`config.mk`:
```
export PLATFORM = sky130hd
export DESIGN_NAME = cam_pio_packer
export DESIGN_NICKNAME = d
export VERILOG_FILES = /design/src/rtl/cam_pio_pkg.sv /design/src/rtl/cam_pixel_fifo.sv /design/src/rtl/cam_pio_packer.sv
export SDC_FILE = /design/constraint.sdc
export NUM_CORES = 1
export LEC_CHECK = 0
export BUFFER_PORTS_ARGS = -buffer_cell sky130_fd_sc_hd__buf_2
export CELL_PAD_IN_SITES_DETAIL_PLACEMENT = 1
export CELL_PAD_IN_SITES_GLOBAL_PLACEMENT = 2
export CORE_AREA = 2 2 325 327
export CTS_BUF_LIST = sky130_fd_sc_hd__clkbuf_2 sky130_fd_sc_hd__clkbuf_4 sky130_fd_sc_hd__clkbuf_8
export DETAILED_ROUTE_END_ITERATION = 12
export DIE_AREA = 0 0 327 329
export GPL_ROUTABILITY_DRIVEN = 0
export GPL_TIMING_DRIVEN = 0
export PLACE_DENSITY = 0.88
export SLEW_MARGIN = 10
export SYNTH_ARGS = -nofsm -noshare
export SYNTH_HDL_FRONTEND = slang
export SYNTH_SLANG_ARGS = --single-unit
```
`constraint.sdc`:
```
create_clock -name clk -period 4.9 [get_ports clk]
set_input_delay 0.49 -clock clk [delete_from_list [all_inputs] [get_ports clk]]
set_output_delay 0.49 -clock clk [all_outputs]
set_load 0.03 [all_outputs]
```
`src/rtl/cam_pio_pkg.sv`:
```
// Shared types and status-word layout for the camera PIO packer.
package cam_pio_pkg;

    localparam int WORD_W   = 15;
    localparam int SEQ_BIT  = 14;
    localparam int SOF_BIT  = 13;
    localparam int EOL_BIT  = 12;
    localparam int CNT_LSB  = 8;
    localparam int LINE_LSB = 0;

    typedef struct packed {
        logic              sof;
        logic              eol;
        logic [WORD_W-1:0] data;
    } pix_entry_t;

    typedef enum logic [1:0] {
        FILL,
        PUBLISH,
        WAIT_ACK
    } state_t;

endpackage

```
`src/rtl/cam_pixel_fifo.sv`:
```
// Show-ahead synchronous pixel FIFO; head entry is visible whenever not empty.
module cam_pixel_fifo
    import cam_pio_pkg::*;
#(
    parameter int DEPTH = 64
) (
    input  logic       clk,
    input  logic       reset,
    input  logic       push,
    input  logic       pop,
    input  pix_entry_t din,
    output pix_entry_t dout,
    output logic       empty,
    output logic       full
);

    localparam int AW = $clog2(DEPTH);

    pix_entry_t     r_mem [DEPTH];
    logic [AW:0]    r_wr_ptr;
    logic [AW:0]    r_rd_ptr;
    logic           w_push_ok;
    logic           w_pop_ok;

    assign empty     = (r_wr_ptr == r_rd_ptr);
    assign full      = (r_wr_ptr[AW] != r_rd_ptr[AW]) &&
                       (r_wr_ptr[AW-1:0] == r_rd_ptr[AW-1:0]);
    // Full is judged on start-of-cycle occupancy, so a same-cycle pop never admits a push.
    assign w_push_ok = push && !full;
    assign w_pop_ok  = pop && !empty;
    assign dout      = r_mem[r_rd_ptr[AW-1:0]];

    always_ff @(posedge clk) begin
        if (w_push_ok) begin
            r_mem[r_wr_ptr[AW-1:0]] <= din;
        end
    end

    always_ff @(posedge clk) begin
        if (reset) begin
            r_wr_ptr <= '0;
            r_rd_ptr <= '0;
        end else begin
            if (w_push_ok) begin
                r_wr_ptr <= r_wr_ptr + 1'b1;
            end
            if (w_pop_ok) begin
                r_rd_ptr <= r_rd_ptr + 1'b1;
            end
        end
    end

endmodule

```
`src/rtl/cam_pio_packer.sv`:
```
// Packs buffered RGB555 pixels plus a status word into PIO registers held
// until software toggles sw_ack.
module cam_pio_packer
    import cam_pio_pkg::*;
#(
    parameter int NUM_PIX    = 9,
    parameter int FIFO_DEPTH = 64,
    parameter int WORD_W     = 15
) (
    input  logic                            clk,
    input  logic                            reset,
    input  logic                            pix_valid,
    input  logic [WORD_W-1:0]               pix_data,
    input  logic                            pix_sof,
    input  logic                            pix_eol,
    input  logic                            sw_ack,
    output logic [(NUM_PIX+1)*WORD_W-1:0]   cam_word,
    output logic [7:0]                      ovf_cnt,
    output logic                            busy
);

    localparam int                CNT_W     = 4;
    localparam logic [CNT_W-1:0]  NUM_PIX_C = CNT_W'(NUM_PIX);

    pix_entry_t                         w_din;
    pix_entry_t                         w_head;
    logic                               w_empty;
    logic                               w_full;
    logic                               w_pop;
    logic [CNT_W-1:0]                   w_new_count;
    logic [7:0]                         w_line_base;
    logic [WORD_W-1:0]                  w_status;

    state_t                             r_state;
    logic [WORD_W-1:0]                  r_slot [NUM_PIX];
    logic [CNT_W-1:0]                   r_count;
    logic                               r_b_sof;
    logic                               r_b_eol;
    logic [7:0]                         r_line;
    logic [7:0]                         r_b_line;
    logic                               r_seq;
    logic                               r_ack_q;
    logic                               r_busy;
    logic [7:0]                         r_ovf;
    logic [(NUM_PIX+1)*WORD_W-1:0]      r_word;

    assign w_din = '{sof: pix_sof, eol: pix_eol, data: pix_data};

    cam_pixel_fifo #(.DEPTH(FIFO_DEPTH)) u_fifo (
        .clk   (clk),
        .reset (reset),
        .push  (pix_valid),
        .pop   (w_pop),
        .din   (w_din),
        .dout  (w_head),
        .empty (w_empty),
        .full  (w_full)
    );

    // A sof head closes a non-empty batch without being consumed.
    assign w_pop       = (r_state == FILL) && !w_empty && !(w_head.sof && (r_count != '0));
    assign w_new_count = r_count + 1'b1;
    assign w_line_base = w_head.sof ? 8'd0 : r_line;

    always_comb begin
        w_status                    = '0;
        w_status[SEQ_BIT]           = ~r_seq;
        w_status[SOF_BIT]           = r_b_sof;
        w_status[EOL_BIT]           = r_b_eol;
        w_status[CNT_LSB +: CNT_W]  = r_count;
        w_status[LINE_LSB +: 8]     = r_b_line;
    end

    always_ff @(posedge clk) begin
        if (reset) begin
            r_state  <= FILL;
            r_count  <= '0;
            r_b_sof  <= 1'b0;
            r_b_eol  <= 1'b0;
            r_line   <= '0;
            r_b_line <= '0;
            r_seq    <= 1'b0;
            r_ack_q  <= sw_ack;
            r_busy   <= 1'b1;
            r_ovf    <= '0;
            r_word   <= '0;
        end else begin
            if (pix_valid && w_full && (r_ovf != 8'hFF)) begin
                r_ovf <= r_ovf + 8'd1;
            end
            case (r_state)
                FILL: begin
                    if (!w_empty) begin
                        if (!w_pop) begin
                            r_state <= PUBLISH;
                        end else begin
                            r_slot[r_count] <= w_head.data;
                            r_count         <= w_new_count;
                            r_b_sof         <= r_b_sof | w_head.sof;
                            r_b_eol         <= r_b_eol | w_head.eol;
                            // Status reports the line before this pixel's own eol bump.
                            r_b_line        <= w_line_base;
                            r_line          <= w_line_base + {7'd0, w_head.eol};
                            if (w_head.eol || (w_new_count == NUM_PIX_C)) begin
                                r_state <= PUBLISH;
                            end
                        end
                    end
                end
                PUBLISH: begin
                    for (int unsigned k = 0; k < NUM_PIX; k++) begin
                        r_word[k*WORD_W +: WORD_W] <= (CNT_W'(k) < r_count) ? r_slot[k] : '0;
                    end
                    r_word[NUM_PIX*WORD_W +: WORD_W] <= w_status;
                    r_seq   <= ~r_seq;
                    r_count <= '0;
                    r_b_sof <= 1'b0;
                    r_b_eol <= 1'b0;
                    r_state <= WAIT_ACK;
                    r_busy  <= 1'b0;
                end
                WAIT_ACK: begin
                    if (sw_ack != r_ack_q) begin
                        r_ack_q <= sw_ack;
                        r_state <= FILL;
                        r_busy  <= 1'b1;
                    end
                end
                default: begin
                    r_state <= FILL;
                    r_busy  <= 1'b1;
                end
            endcase
        end
    end

    assign cam_word = r_word;
    assign ovf_cnt  = r_ovf;
    assign busy     = r_busy;

endmodule
```
==> flow_metrics.py <==
metrics = {
    "synthesis": {
        "yosys_warnings": 0,
        "ys_seq_elements": 1427,
        "yosysUniqueCellTypes": 57,
        "synth_fp_nets": 2475,
        "synth_edf_count": 1224,
        "async_flop_share_pct": 0,
        "syn_inst": 2445,
        "synth_flop_cell": "edfxtp_1",
        "ys_seq_area_share_pct": 77.4,
        "synth.cell_area_um2": 52700,
        "syn_area_per_cell_um2": 21.6,
    },
    "die": {
        "fp-row-count": 119,
        "boundaryPins": 180,
        "die_w_um": 327,
        "initial_core_util_pct": 50.5,
        "dieArea_um2": 108000,
        "die_h_um": 329,
        "core_area_um2": 104000,
    },
    "routing": {
        "drc_errors": 0,
        "viasPerCell": 6.24,
        "dr_total_vias": 27901,
        "dr.pass1.iters": 5,
        "drt_iter0_markers": 3639,
        "postRouteAntennaNets": 0,
        "wire_per_inst_um": 32.9,
        "wl_um": 147000,
    },
    "sta": {
        "rsz0062_at_grt": "false",
        "final.setup_skew_ns": 0.0700,
        "whs_ns": 0.178,
        "fin_crit_ns": 4.72,
        "fin_crit_sh_pct": 96.3,
        "fin_ws_ns": 0.180,
        "maxSlewViolCount": 0,
        "hold_viol": 0,
        "relSlewSlack_pct": 18.3,
        "final-setup-viol-count": 0,
        "max_freq_mhz": 212,
        "setup_tns_ns": 0,
        "worst_pin_slew_ns": 1.23,
    },
    "placement": {
        "dp_hpwl_um": 94600,
        "dp_slack_ns": -0.0688,
        "io_buffers": 178,
    },
    "final_layout": {
        "most-common-layout-cells": "edfxtp_1 (1,224), mux4_2 (344), clkbuf_8 (239)",
        "final_common_cell": "edfxtp_1",
        "area_growth_pct": 15.7,
        "final_util_pct": 58.5,
        "nets": 2940,
        "drive_gt1_share_pct": 35.3,
    },
    "global_routing": {
        "grt_pass1_wl_um": 213000,
        "grtUsageMet1_pct": 35.8,
        "top_usage_layer": "met2",
        "grt_remaining_overflow": 0,
        "met3_usage_pct": 6.32,
        "grt_util_met2_pct": 45.6,
        "grt_max_degree": 65,
        "grt_pass1_vias": 29567,
        "antenna_found_initial": 11,
        "grt_use_total_pct": 27.8,
    },
    "setup_path": {
        "cp_num_buf_inv": 4,
        "crit_type": "flip-flop to flip-flop",
        "crit_path_top_delay_cell": "clkbuf_1",
        "crit_required_ns": 5.73,
        "cp_max_fo": 10,
        "r2r.worst_path.cells": 15,
        "cp_cell_sequence": "clkbuf_1 -> clkbuf_1 -> nand3_1 -> nand3_1 -> o21a_1 -> buf_2 -> clkbuf_1 -> and2_1 -> ha_1 -> ha_1 -> nand3_1 -> or4_1 -> nand2_1 -> a22oi_1 -> nor2_1",
        "crit_path_end_kind": "flip-flop",
        "cp.depth": 15,
        "worstPathArrival_ns": 5.55,
        "slowest_delay_ns": 0.91,
        "cp-start-kind": "flip-flop",
        "cp_top_family": "buffers and inverters",
    },
    "cts": {
        "cts_sinks": 1427,
        "cts-root-buf": "clkbuf_8",
        "clockBufferDepth": 3,
        "tritoncts": "done",
        "htreeDepth": 4,
        "clk_pin_slew_ns": 0.07,
        "clock_latency_ns": 0.92,
        "numCtsBuffers": 216,
    },
    "outcome": {
        "status": "finished clean",
    },
    "power": {
        "p_per_area_nw_per_um2": 468,
        "p_leak_nw": 19.8,
        "ir_drop_mv": 0.349,
        "finalPower_mw": 28.6,
    },
    "hold_path": {
        "hold_class": "input port to flip-flop",
        "hold-path-cell-count": 1,
    },
    "run": {
        "maxCapViolCount": 0,
    },
}
## cell usage after synthesis, drive strengths merged (2+ instances only)
cell	count	share of area, %
a21o	5	0.071
a21oi	37	0.35
a22o	136	2.3
a22oi	5	0.071
a31o	2	0.033
a31oi	2	0.036
and2	4	0.047
and3	3	0.036
buf	70	0.75
clkbuf	66	0.47
dfxtp	203	7.7
edfxtp	1224	70
ha	9	0.21
inv	12	0.085
mux2	2	0.043
mux2i	13	0.25
mux4	350	15
nand2	59	0.42
nand2b	2	0.024
nand3	27	0.26
nand3b	7	0.10
nand4	8	0.095
nor2	115	0.82
nor2b	2	0.024
nor3	9	0.085
nor3b	2	0.028
nor4	2	0.036
o211ai	2	0.038
o21a	4	0.057
o21ai	9	0.085
o311ai	2	0.033
o41ai	3	0.050
or2	4	0.047
or3	8	0.095
or3b	4	0.066
xnor2	4	0.066
xor2	16	0.27
## worst register-to-register path: cells and delay by family, from the launching register on
kind,cells,cell delay [ns]
and+or+nand+nor,7,1.52
buffers and inverters,4,2.12
AOI/OAI and AO/OA,2,0.29
DFF,1,0.33
adders and majority gates,2,0.36
## final timing paths
| path | slack (ns) | end | startpoint |
|---|---|---|---|
| worst max-delay path | 0.18 | r_line[6]$_SDFFE_PP0P_ | flip-flop |
| worst min-delay path | 0.18 | u_fifo.r_mem[47][0]$_DFFE_PP_ | pix_data[0] |
| worst max register to register | 0.18 | r_line[6]$_SDFFE_PP0P_ | flip-flop |
| worst min register to register | 0.45 | cam_word[140]$_SDFFE_PP0P_ | cam_word[140]$_SDFFE_PP0P_ |
## metrics by stage
| step | instance area [um^2] | instances |
|---|---|---|
| after global placement | 55400 | 4014 |
| after global routing | 61000 | 4471 |
| final | 61100 | 4473 |
| after detailed placement | 56600 | 4083 |
| after floorplan | 52700 | 2445 |
| after CTS | 61000 | 4470 |
## kinds of logic (layout without fill, tap and decap cells)
family                     count (synthesis)  count (layout)  synth area share, %
AOI/OAI and AO/OA                        216             216                 3.25
xor gates and xnor gates                  20              20                0.332
adders and majority gates                  9               9                0.213
buffers and inverters                    149             782                 1.31
DFF                                     1427            1427                 77.4
muxes                                    365             365                 15.3
other                                      0               4                    0
and+or+nand+nor                          259             259                 2.23
## repair_timing
item | in CTS | in global routing
buffers inserted | 0 | 0
endpoints found under the setup margin | 60 | 3
resized for setup | 1 | 0
hold endpoints to repair | 2 | 0
hold buffers | 2 | 0
## per-layer routing
metal	part of all wire [%]	vias up
li1	-	11120
met3	9.2	350
met5	0.044	-
met1	37	14703
met2	49	1718
met4	4.5	10
## power by group
part	leakage, nW	total (mW)	switching, mW	internal, mW
logic	4.83	5.01	3.10	1.91
registers	12.7	13.6	0.0945	13.5
clock network	2.34	9.99	4.69	5.30
total	19.8	28.6	7.89	20.7
## final cells by class
class | instances | area [um^2]
clock inverter | 63 | 479
inverter | 13 | 48.8
tap | 1391 | 1740
sequential | 1427 | 40800
fill | 8970 | 43300
antenna | 4 | 10.0
clock buffer | 323 | 3920
buffer | 134 | 644
multi-input combinational | 869 | 11400
timing repair buffer | 249 | 1960
## sequential cells by signal (all words and copies together), names as in the netlist, named ones only
name,flops
u_fifo.r_rd_ptr,7
r_b_eol,1
u_fifo.r_wr_ptr,7
r_b_line,8
r_state,2
r_line,8
ovf_cnt,8
r_seq,1
busy,1
u_fifo.r_mem,1088
r_slot,135
cam_word,149
r_count,4
r_b_sof,1
r_ack_q,1
(Power assumes the default switching activity.)
